**src/rtl/fifo_ctrl_pkg.sv**
```systemverilog
// fifo_ctrl_pkg: shared geometry and FSM state encodings for the FIFO controller
package fifo_ctrl_pkg;
  localparam int DEPTH = 8;
  localparam int AW = 3;
  localparam int CW = 4;
  typedef enum logic [2:0] {
    INIT     = 3'd0,
    NO_OP    = 3'd1,
    WRITE    = 3'd2,
    WR_ERROR = 3'd3,
    READ     = 3'd4,
    RD_ERROR = 3'd5
  } state_e;
endpackage

```
**src/rtl/fifo_ctrl_ns.sv**
```systemverilog
// fifo_ctrl_ns: next-state, pointer/count update and strobe decode for the FIFO controller
module fifo_ctrl_ns
  import fifo_ctrl_pkg::*;
(
  input  logic          wr_en,
  input  logic          rd_en,
  input  logic [CW-1:0] count,
  input  logic [AW-1:0] head,
  input  logic [AW-1:0] tail,
  output state_e        next_state,
  output logic [AW-1:0] next_head,
  output logic [AW-1:0] next_tail,
  output logic [CW-1:0] next_count,
  output logic          wr_strobe,
  output logic          rd_strobe
);
  logic w, r, full, empty;
  always_comb begin
    w = wr_en & ~rd_en;
    r = rd_en & ~wr_en;
    full = count == CW'(DEPTH);
    empty = count == '0;
    wr_strobe = w & ~full;
    rd_strobe = r & ~empty;
    // pointers roll over naturally at AW bits; only count separates full from empty
    next_head = rd_strobe ? head + 1'b1 : head;
    next_tail = wr_strobe ? tail + 1'b1 : tail;
    next_count = wr_strobe ? count + 1'b1 : rd_strobe ? count - 1'b1 : count;
    next_state = w ? (full ? WR_ERROR : WRITE) : r ? (empty ? RD_ERROR : READ) : NO_OP;
  end
endmodule

```
**src/rtl/fifo_ctrl.sv**
```systemverilog
// fifo_ctrl: pointer/count registers, operation FSM and handshake decode for an 8x32 FIFO
module fifo_ctrl
  import fifo_ctrl_pkg::*;
(
  input  logic          clk,
  input  logic          reset,
  input  logic          wr_en,
  input  logic          rd_en,
  output logic          wr_strobe,
  output logic [AW-1:0] wr_addr,
  output logic          rd_strobe,
  output logic [AW-1:0] rd_addr,
  output logic          full,
  output logic          empty,
  output logic [CW-1:0] data_count,
  output logic [2:0]    state,
  output logic          wr_ack,
  output logic          wr_err,
  output logic          rd_ack,
  output logic          rd_err
);
  state_e state_q, state_d;
  logic [AW-1:0] head_q, head_d, tail_q, tail_d;
  logic [CW-1:0] count_q, count_d;
  logic ns_wr_strobe, ns_rd_strobe;
  fifo_ctrl_ns u_ns (
    .wr_en      (wr_en),
    .rd_en      (rd_en),
    .count      (count_q),
    .head       (head_q),
    .tail       (tail_q),
    .next_state (state_d),
    .next_head  (head_d),
    .next_tail  (tail_d),
    .next_count (count_d),
    .wr_strobe  (ns_wr_strobe),
    .rd_strobe  (ns_rd_strobe)
  );
  always_ff @(posedge clk or posedge reset) begin
    if (reset) begin
      state_q <= INIT;
      head_q <= '0;
      tail_q <= '0;
      count_q <= '0;
    end else begin
      state_q <= state_d;
      head_q <= head_d;
      tail_q <= tail_d;
      count_q <= count_d;
    end
  end
  // strobes are gated by reset so nothing reaches the register file mid-reset
  always_comb begin
    wr_strobe = ns_wr_strobe & ~reset;
    rd_strobe = ns_rd_strobe & ~reset;
    wr_addr = tail_q;
    rd_addr = head_q;
    full = count_q == CW'(DEPTH);
    empty = count_q == '0;
    data_count = count_q;
    state = state_q;
    wr_ack = state_q == WRITE;
    wr_err = state_q == WR_ERROR;
    rd_ack = state_q == READ;
    rd_err = state_q == RD_ERROR;
  end
endmodule

```
**config.mk**
```make
export PLATFORM = sky130hd
export DESIGN_NAME = fifo_ctrl
export DESIGN_NICKNAME = d
export VERILOG_FILES = /design/src/rtl/fifo_ctrl_pkg.sv /design/src/rtl/fifo_ctrl_ns.sv /design/src/rtl/fifo_ctrl.sv
export SDC_FILE = /design/constraint.sdc
export NUM_CORES = 1
export LEC_CHECK = 0
export BUFFER_PORTS_ARGS = -buffer_cell sky130_fd_sc_hd__buf_2
export CAP_MARGIN = 20
export CORE_AREA = 2 2 45 47
export CTS_BUF_LIST = sky130_fd_sc_hd__clkbuf_4
export DETAILED_ROUTE_END_ITERATION = 6
export DIE_AREA = 0 0 47 49
export SYNTH_ARGS = -nofsm -noshare
export SYNTH_HDL_FRONTEND = slang
export SYNTH_SLANG_ARGS = --single-unit
```
**constraint.sdc**
```tcl
create_clock -name clk -period 4.8 [get_ports clk]
set_clock_uncertainty 0.15 [all_clocks]
set_input_delay 0.72 -clock clk [delete_from_list [all_inputs] [get_ports clk]]
set_output_delay 0.72 -clock clk [all_outputs]
set_load 0.01 [all_outputs]
```
==> results of run 1 <==
sequential cells by signal, summed over array words and instances (netlist names):
| signal | flops |
|---|---|
| data_count | 4 |
| rd_addr | 3 |
| state | 3 |
| wr_addr | 3 |
per-stage QoR:
stage	setup slack, ns	total power [mW]
after global routing	2.19	0.577
after CTS	2.27	0.532
after global placement	2.14	0.452
after floorplan	2.35	0.373
final	2.29	0.522
after detailed placement	2.12	0.461
cell families (layout without fill, tap and decap cells):
family	count (synthesis)	after routing	synth area share (%)
xor gates and xnor gates	9	9	11.5
adders and majority gates	5	5	10.2
buffers and inverters	3	31	1.65
AOI/OAI and AO/OA	5	5	6.58
and+or+nand+nor	18	18	17.2
DFF	13	13	47.5
muxes	3	3	5.30
per-layer routing:
layer | vias to the layer above | share of wire (%) | GRT usage [%]
li1 | 245 | - | -
met2 | 17 | 47 | 18.5
met1 | 210 | 45 | 16.6
met5 | - | 0 | 0
met4 | 0 | 3.1 | 8.33
met3 | 4 | 5.0 | 3.33
path summary, 6_finish.rpt:
kind | startpoint | endpoint | cells after the start
setup / recovery | rd_en | wr_strobe | 6
hold / removal | reset | data_count[2] | 2
setup reg to reg | data_count[1] | data_count[3] | 8
hold reg to reg | wr_addr[2] | wr_addr[2] | 1
max in group asynchronous | reset | rd_addr[0] | 2
min in group clk | wr_addr[2] | wr_addr[2] | 1
worst max-delay path, stage by stage:
cell,delay [ns]
buf_2,0.11
and2b_1,0.20
a21boi_4,0.24
inv_1,0.13
nor2_1,0.10
buf_2,0.13
cell usage after synthesis (all sizes together) (2+ instances only):
| library cell | number |
|---|---|
| nor2b | 2 |
| and3b | 2 |
| mux2 | 2 |
| and2 | 2 |
| a21oi | 2 |
| nand2 | 6 |
| ha | 4 |
| xnor2 | 6 |
| dfrtp | 13 |
| inv | 3 |
| nor3b | 2 |
| xor2 | 3 |
area by class of cell:
class                      instances  share of cell area (%)
clock buffer                       4                    3.46
tap                               27                    3.89
timing repair buffer              24                    13.8
inverter                           3                    1.30
multi-input combinational         40                    40.1
sequential                        13                    37.5
power breakdown:
| part | internal, mW | switching (mW) |
|---|---|---|
| Combinational | 0.119 | 0.115 |
| Sequential | 0.157 | 0.0611 |
| Clock | 0.0378 | 0.0320 |
| Total | 0.314 | 0.208 |
layout by cell type (no fill, tap or decap), types with 2 or more instances in the layout:
master / count
and3b_1: 2
buf_2: 24
clkbuf_4: 4
dfrtp_1: 13
ha_1: 4
inv_1: 3
nand2_1: 6
nor3b_1: 2
xnor2_1: 6
xor2_1: 3
==> metrics.md, run 1 <==
| Metric | Value |
|---|---|
| Unrepaired setup endpoints after global routing | false |
| Clock Latency Late Sink | 0.26 ns |
| Crit path DAT | between 1.5 and 2 ns |
| Syn Std Cell Area | slightly below 700 um^2 |
| Final Hold Viols | 0 |
| CTS clk-pin slew, worst paths | 0.07 ns |
| YS warnings | 0 |
| Post-route cell area | between 800 and 900 um^2 |
| Seq cells post-synth | 13 |
| First-pass GRT wire length | between 2 and 2.5 mm |
| Die W | around 47 um |
| CP Launch Type | input pin |
| CTS tree | built |
| IO Pins | 25 |
| P_leak | around 0.44 nW |
| Pin count of the biggest net entering global routing | 15 |
| Final cycle utilization of the critical path | about 52% |
| Initial DRC Count | 2 |
| Layout Cells excl Fill | around 110 |
| Sink Count | 13 |
| Port Buf Inserts | 24 |
| Largest area contributor in the netlist | dfrtp_1 |
| Drt drc | 0 |
| Post-route ant nets | 0 |
| Hold_buf cts | 0 |
| R2R setup slack | 2.47 ns |
| Pwr Density | approximately 600 mW/mm^2 |
| Antenna violations before repair | 0 |
| Netlist cell types | 25 |
| Setup CP Type | in2out |
| DRT Pass-1 Iters | 4 |
| Post-CTS setup buffers | 0 |
| Root buffer cell | clkbuf_4 |
| Status | finished, final reports clean |
| DR vias | between 400 and 500 |
| Synthesized netlist cell count | 56 |
| Dpl hpwl | 953 um |
| FMAX | ~400 MHz |
| Post-DP Area | between 800 and 900 um^2 |
| Placed Cells | 107 |
| Core area | between 0.0015 and 0.002 mm^2 |
| Synthesis-to-finish area growth | 26.9% |
| Mapped Nets | between 60 and 70 |
| Global placer's final weighted congestion | roughly 0.66 |
| Row cnt | 16 |
| Register area share after synthesis | a little under half |
| CTS resizes | 0 |
| Drt wl/cell | roughly 11 um |
| Die Footprint | ~0.0023 mm^2 |
| Crit path capture type | output pin |
| Relative slew slack | between 60% and 70% |
| Min Clock Period, post-route | roughly 2.5 ns |
| Synth Area per Inst | ~12 um^2 |
| CTS max path bufs | 2 |
| Height of the die | 49 um |
| Clock buffer count from CTS | 3 |
| Max VDD drop | 0.000228 V |
| Final design utilization | between 40% and 50% |
| Final hold slack | approximately 0.32 ns |
| Final Max Tran Viols | 0 |
| Overflow after GRT | 0 |
| Final setup violation count | 0 |
| Synth area leaders | dfrtp_1, xnor2_1, ha_1 |
| Async S/R FF share, synth | 100% |
| Crit path max fanout | 5 |
| Setup_tns | 0 ns |
| Ys flop type | dfrtp_1 |
| Layout cells sized above 1 | between 40% and 50% |
| H-tree levels | 1 |
| NumNets Final | 94 |
| Area of the multi-input gates | approximately 350 um^2 |
| Top cell type's share of synthesized area | a little under half |
| Number of diodes | 0 |
| Reg area | about 330 um^2 |
| WL final | 1.17 mm |
| Via/cell ratio | 4.29 |
| Worst EP required | 3.93 ns |
| Filler Cells Inserted | 194 |
| Vias in the first global route | 458 |
| MaxCap Viol Count | 0 |
| Gr usage total | 12.9% |
| Slew @ Worst Pin | around 0.49 ns |
| Starting Density | ~37% |
| Hold Path Class | in2async |
| EDFF count, synth | 0 |
Power figures use the tool's default switching activity.
==> inputs of run 2 (changes only) <==
- ABC_AREA: unset -> 1
- CORE_AREA: 2 2 45 47 -> 2 2 47 49
- DIE_AREA: 0 0 47 49 -> 0 0 49 51
- clock period: 4.8 -> 2.2 ns (I/O delays scaled with it)
==> run 2 against run 1 <==
  * Sequential power is 110% higher
  * Critical endpoint is now data_count[3]
  * Area after synthesis rose by 5.7%
  * Die area rose by 8.5%
  * Cell count increased by 24%
  * Utilization fell by 2.8 points
  * Via count increased by 27%
  * Highest routed layer unchanged
==> metrics.md, run 2 <==
| Metric | Value |
|---|---|
| Status | finished, final reports clean |
| CTS clk-pin slew, worst paths | 0.08 ns (about the same) |
| DR vias | 606 (+27%) |
| Unrepaired setup endpoints after global routing | false |
| Worst Hold End | state[2] |
| Cell Chain, Critical Path | nor2_2, nand2_2, nand2_4, ha_1, or2_2, nand2_1, nand2_1, nand3_1, nand2_1 |
| CP delay by family, top | simple AND/OR/NAND/NOR gates |
| Most common cell after layout, fill and taps aside | buf_2 |
| R2R setup slack | 0.23 ns (-2.24 ns) |
| Drt drc | 0 (unchanged) |
| P_leak | 0.518 nW (+18%) |
| Crit path DAT | 1.99 ns (+0.35 ns) |
| Port Buf Inserts | 24 (unchanged) |
| Global placer's final weighted congestion | 0.783 (+18%) |
| FMAX | around 510 MHz |
| Post-route cell area | 916 um^2 (+5.5%) |
| Final cycle utilization of the critical path | 89.3% |
| Root buffer cell | clkbuf_4 |
| Vias in the first global route | 585 (+28%) |
| Starting Density | 35.1% (-2.1 points) |
| Most frequent cells after synthesis | nand2_1, dfrtp_1, inv_1 |
| Filler Cells Inserted | 217 (+12%) |
| Height of the die | 51 um (+4.1%) |
| Post-CTS setup buffers | 0 (unchanged) |
| CP Launch Type | flip-flop |
| Final Max Tran Viols | 0 (unchanged) |
| Core area | 0.00206 mm^2 (+12%) |
| Seq cells post-synth | 13 (unchanged) |
| Synth area leaders | dfrtp_1, nand2_1, ha_1 |
| Largest register FFs | 4 (unchanged) |
| Dpl hpwl | 1.14 mm (+20%) |
| Hold Crit Start | wr_en |
| Final Hold Viols | 0 (unchanged) |
| Relative slew slack | 68.7% (+1.1 points) |
| Slowest stage delay, CP | 0.48 ns (+0.24 ns) |
| MaxCap Viol Count | 0 (unchanged) |
| Register area share after synthesis | 45.0% (-2.5 points) |
| Most frequent cells in the layout | buf_2, nand2_1, dfrtp_1, inv_1, nand3_1 |
| Cell mode on critical path | nand2_1 |
| Hold Crit Depth | 2 |
| Async S/R FF share, synth | 100% (unchanged) |
| H-tree levels | 1 (unchanged) |
| Worst EP required | 2.22 ns (-1.71 ns) |
| WL final | 1.38 mm (+18%) |
| Min Clock Period, post-route | 1.97 ns |
| Pwr Density | 1320 mW/mm^2 (+120%) |
| Hold_buf cts | 1 (+1) |
| Clock buffer count from CTS | 3 (unchanged) |
| Initial DRC Count | 6 (+4) |
| First-pass GRT wire length | 2.53 mm (+24%) |
| Synthesized netlist cell count | 81 (+45%) |
| Area of the multi-input gates | 354 um^2 (+1.8%) |
| Die Footprint | 0.00250 mm^2 (+8.5%) |
| Ys flop type | dfrtp_1 |
| Final setup violation count | 0 (unchanged) |
| Largest area contributor in the netlist | dfrtp_1 |
| Crit path max fanout | 8 (+3) |
| FF-to-FF Start | data_count[0] |
| R2R cell count | 9 (+1) |
| Reg area | 325 um^2 (unchanged) |
| Slew @ Worst Pin | 0.468 ns (-0.0169 ns) |
| Hold Path Class | in2reg |
| Antenna violations before repair | 0 (unchanged) |
| Max VDD drop | 0.000600 V (+160%) |
| Overflow after GRT | 0 (unchanged) |
| Layout cells sized above 1 | 37.3% (-5.6 points) |
| Highest-delay cell along the critical path | dfrtp_1 |
| Synth Area per Inst | 8.93 um^2 (-27%) |
| Clock Latency Late Sink | 0.27 ns (about the same) |
| CTS tree | built |
| Die W | 49 um (+4.3%) |
| Sink Count | 13 (unchanged) |
| IO Pins | 25 (unchanged) |
| Setup_tns | 0 ns (unchanged) |
| Top cell type's share of synthesized area | 45.0% (-2.5 points) |
| Crit path capture type | flip-flop |
| Sum of buffers and inverters on the critical path | 0 (-3) |
| Synthesis-to-finish area growth | 26.6% |
| CTS resizes | 0 (unchanged) |
| Row cnt | 17 (+1) |
| Post-DP Area | 878 um^2 (+4.8%) |
| Via/cell ratio | 4.39 (+2.4%) |
| EDFF count, synth | 0 (unchanged) |
| DR WL met3 | 73 um (+24%) |
| DR WL met2 | 661 um (+21%) |
| YS warnings | 0 (unchanged) |
| Post-route ant nets | 0 (unchanged) |
| NumNets Final | 120 (+28%) |
| Syn Std Cell Area | 723 um^2 (+5.7%) |
| Max layer used | met4 |
| Pin count of the biggest net entering global routing | 14 (-1) |
| Number of diodes | 0 (unchanged) |
| Gr usage total | 13.5% (+0.58 points) |
| Wire length on met1 | 636 um (+20%) |
| Netlist cell types | 18 (-28%) |
| DRT Pass-1 Iters | 2 (-2) |
| Setup CP Type | reg2reg |
| Mapped Nets | 90 (+38%) |
| Count leader, synth | nand2_1 |
| Placed Cells | 133 (+24%) |
| Worst r2r dst | data_count[3] |
| Layout Cells excl Fill | 138 (+24%) |
| Drt wl/cell | 10.0 um (-5.2%) |
| CTS max path bufs | 2 (unchanged) |
==> run 2: cell families (layout without fill, tap and decap cells) <==
kind of cell               count (synthesis)  after routing  share of synthesized area [%]
AOI/OAI and AO/OA                          1              1                          0.691
xor gates and xnor gates                   5              5                           6.06
adders and majority gates                  5              5                           9.69
buffers and inverters                     11             40                           6.06
DFF                                       13             13                           45.0
and+or+nand+nor                           46             46                           32.5
==> run 2: cell type report <==
cell class	count	area share (%)
Clock buffer	3	2.46
Multi-Input combinational cell	57	38.7
Sequential cell	13	35.5
Timing Repair Buffer	25	14.2
Tap cell	28	3.83
Inverter	11	4.78
Clock inverter	1	0.546
==> run 2: through the flow <==
step                      power (mW)  setup WS [ns]  utilization [%]  hold WS [ns]
after floorplan                0.866          0.316                -        0.0570
final                           1.20          0.235             44.4         0.118
after global routing            1.33         0.0492             44.4         0.104
after CTS                       1.23          0.221             44.4         0.107
after global placement          1.06          0.299             42.6         0.257
after detailed placement        1.08          0.240             42.6         0.246
==> run 2: report_power, final <==
group | leakage, nW | total, mW | switching [mW] | internal, mW
logic | 0.343 | 0.608 | 0.340 | 0.268
clock network | 0.0177 | 0.146 | 0.0782 | 0.0673
registers | 0.158 | 0.451 | 0.112 | 0.339
==> run 2: worst max path at each step <==
stage	start	end	cells past startpoint
2_1_floorplan	data_count[0]	data_count[3]	9
6_report	data_count[0]	data_count[3]	9
4_1_cts	data_count[0]	data_count[3]	9
3_5_place_dp	data_count[0]	data_count[3]	9
3_3_place_gp	data_count[0]	data_count[3]	9
5_1_grt	data_count[0]	data_count[3]	9
==> run 2: layer usage <==
metal | global-route usage, % | up-vias
met2 | 21.5 | 20
met3 | 3.22 | 2
met5 | 0 | -
met4 | 10.0 | 0
met1 | 15.9 | 278
li1 | - | 306
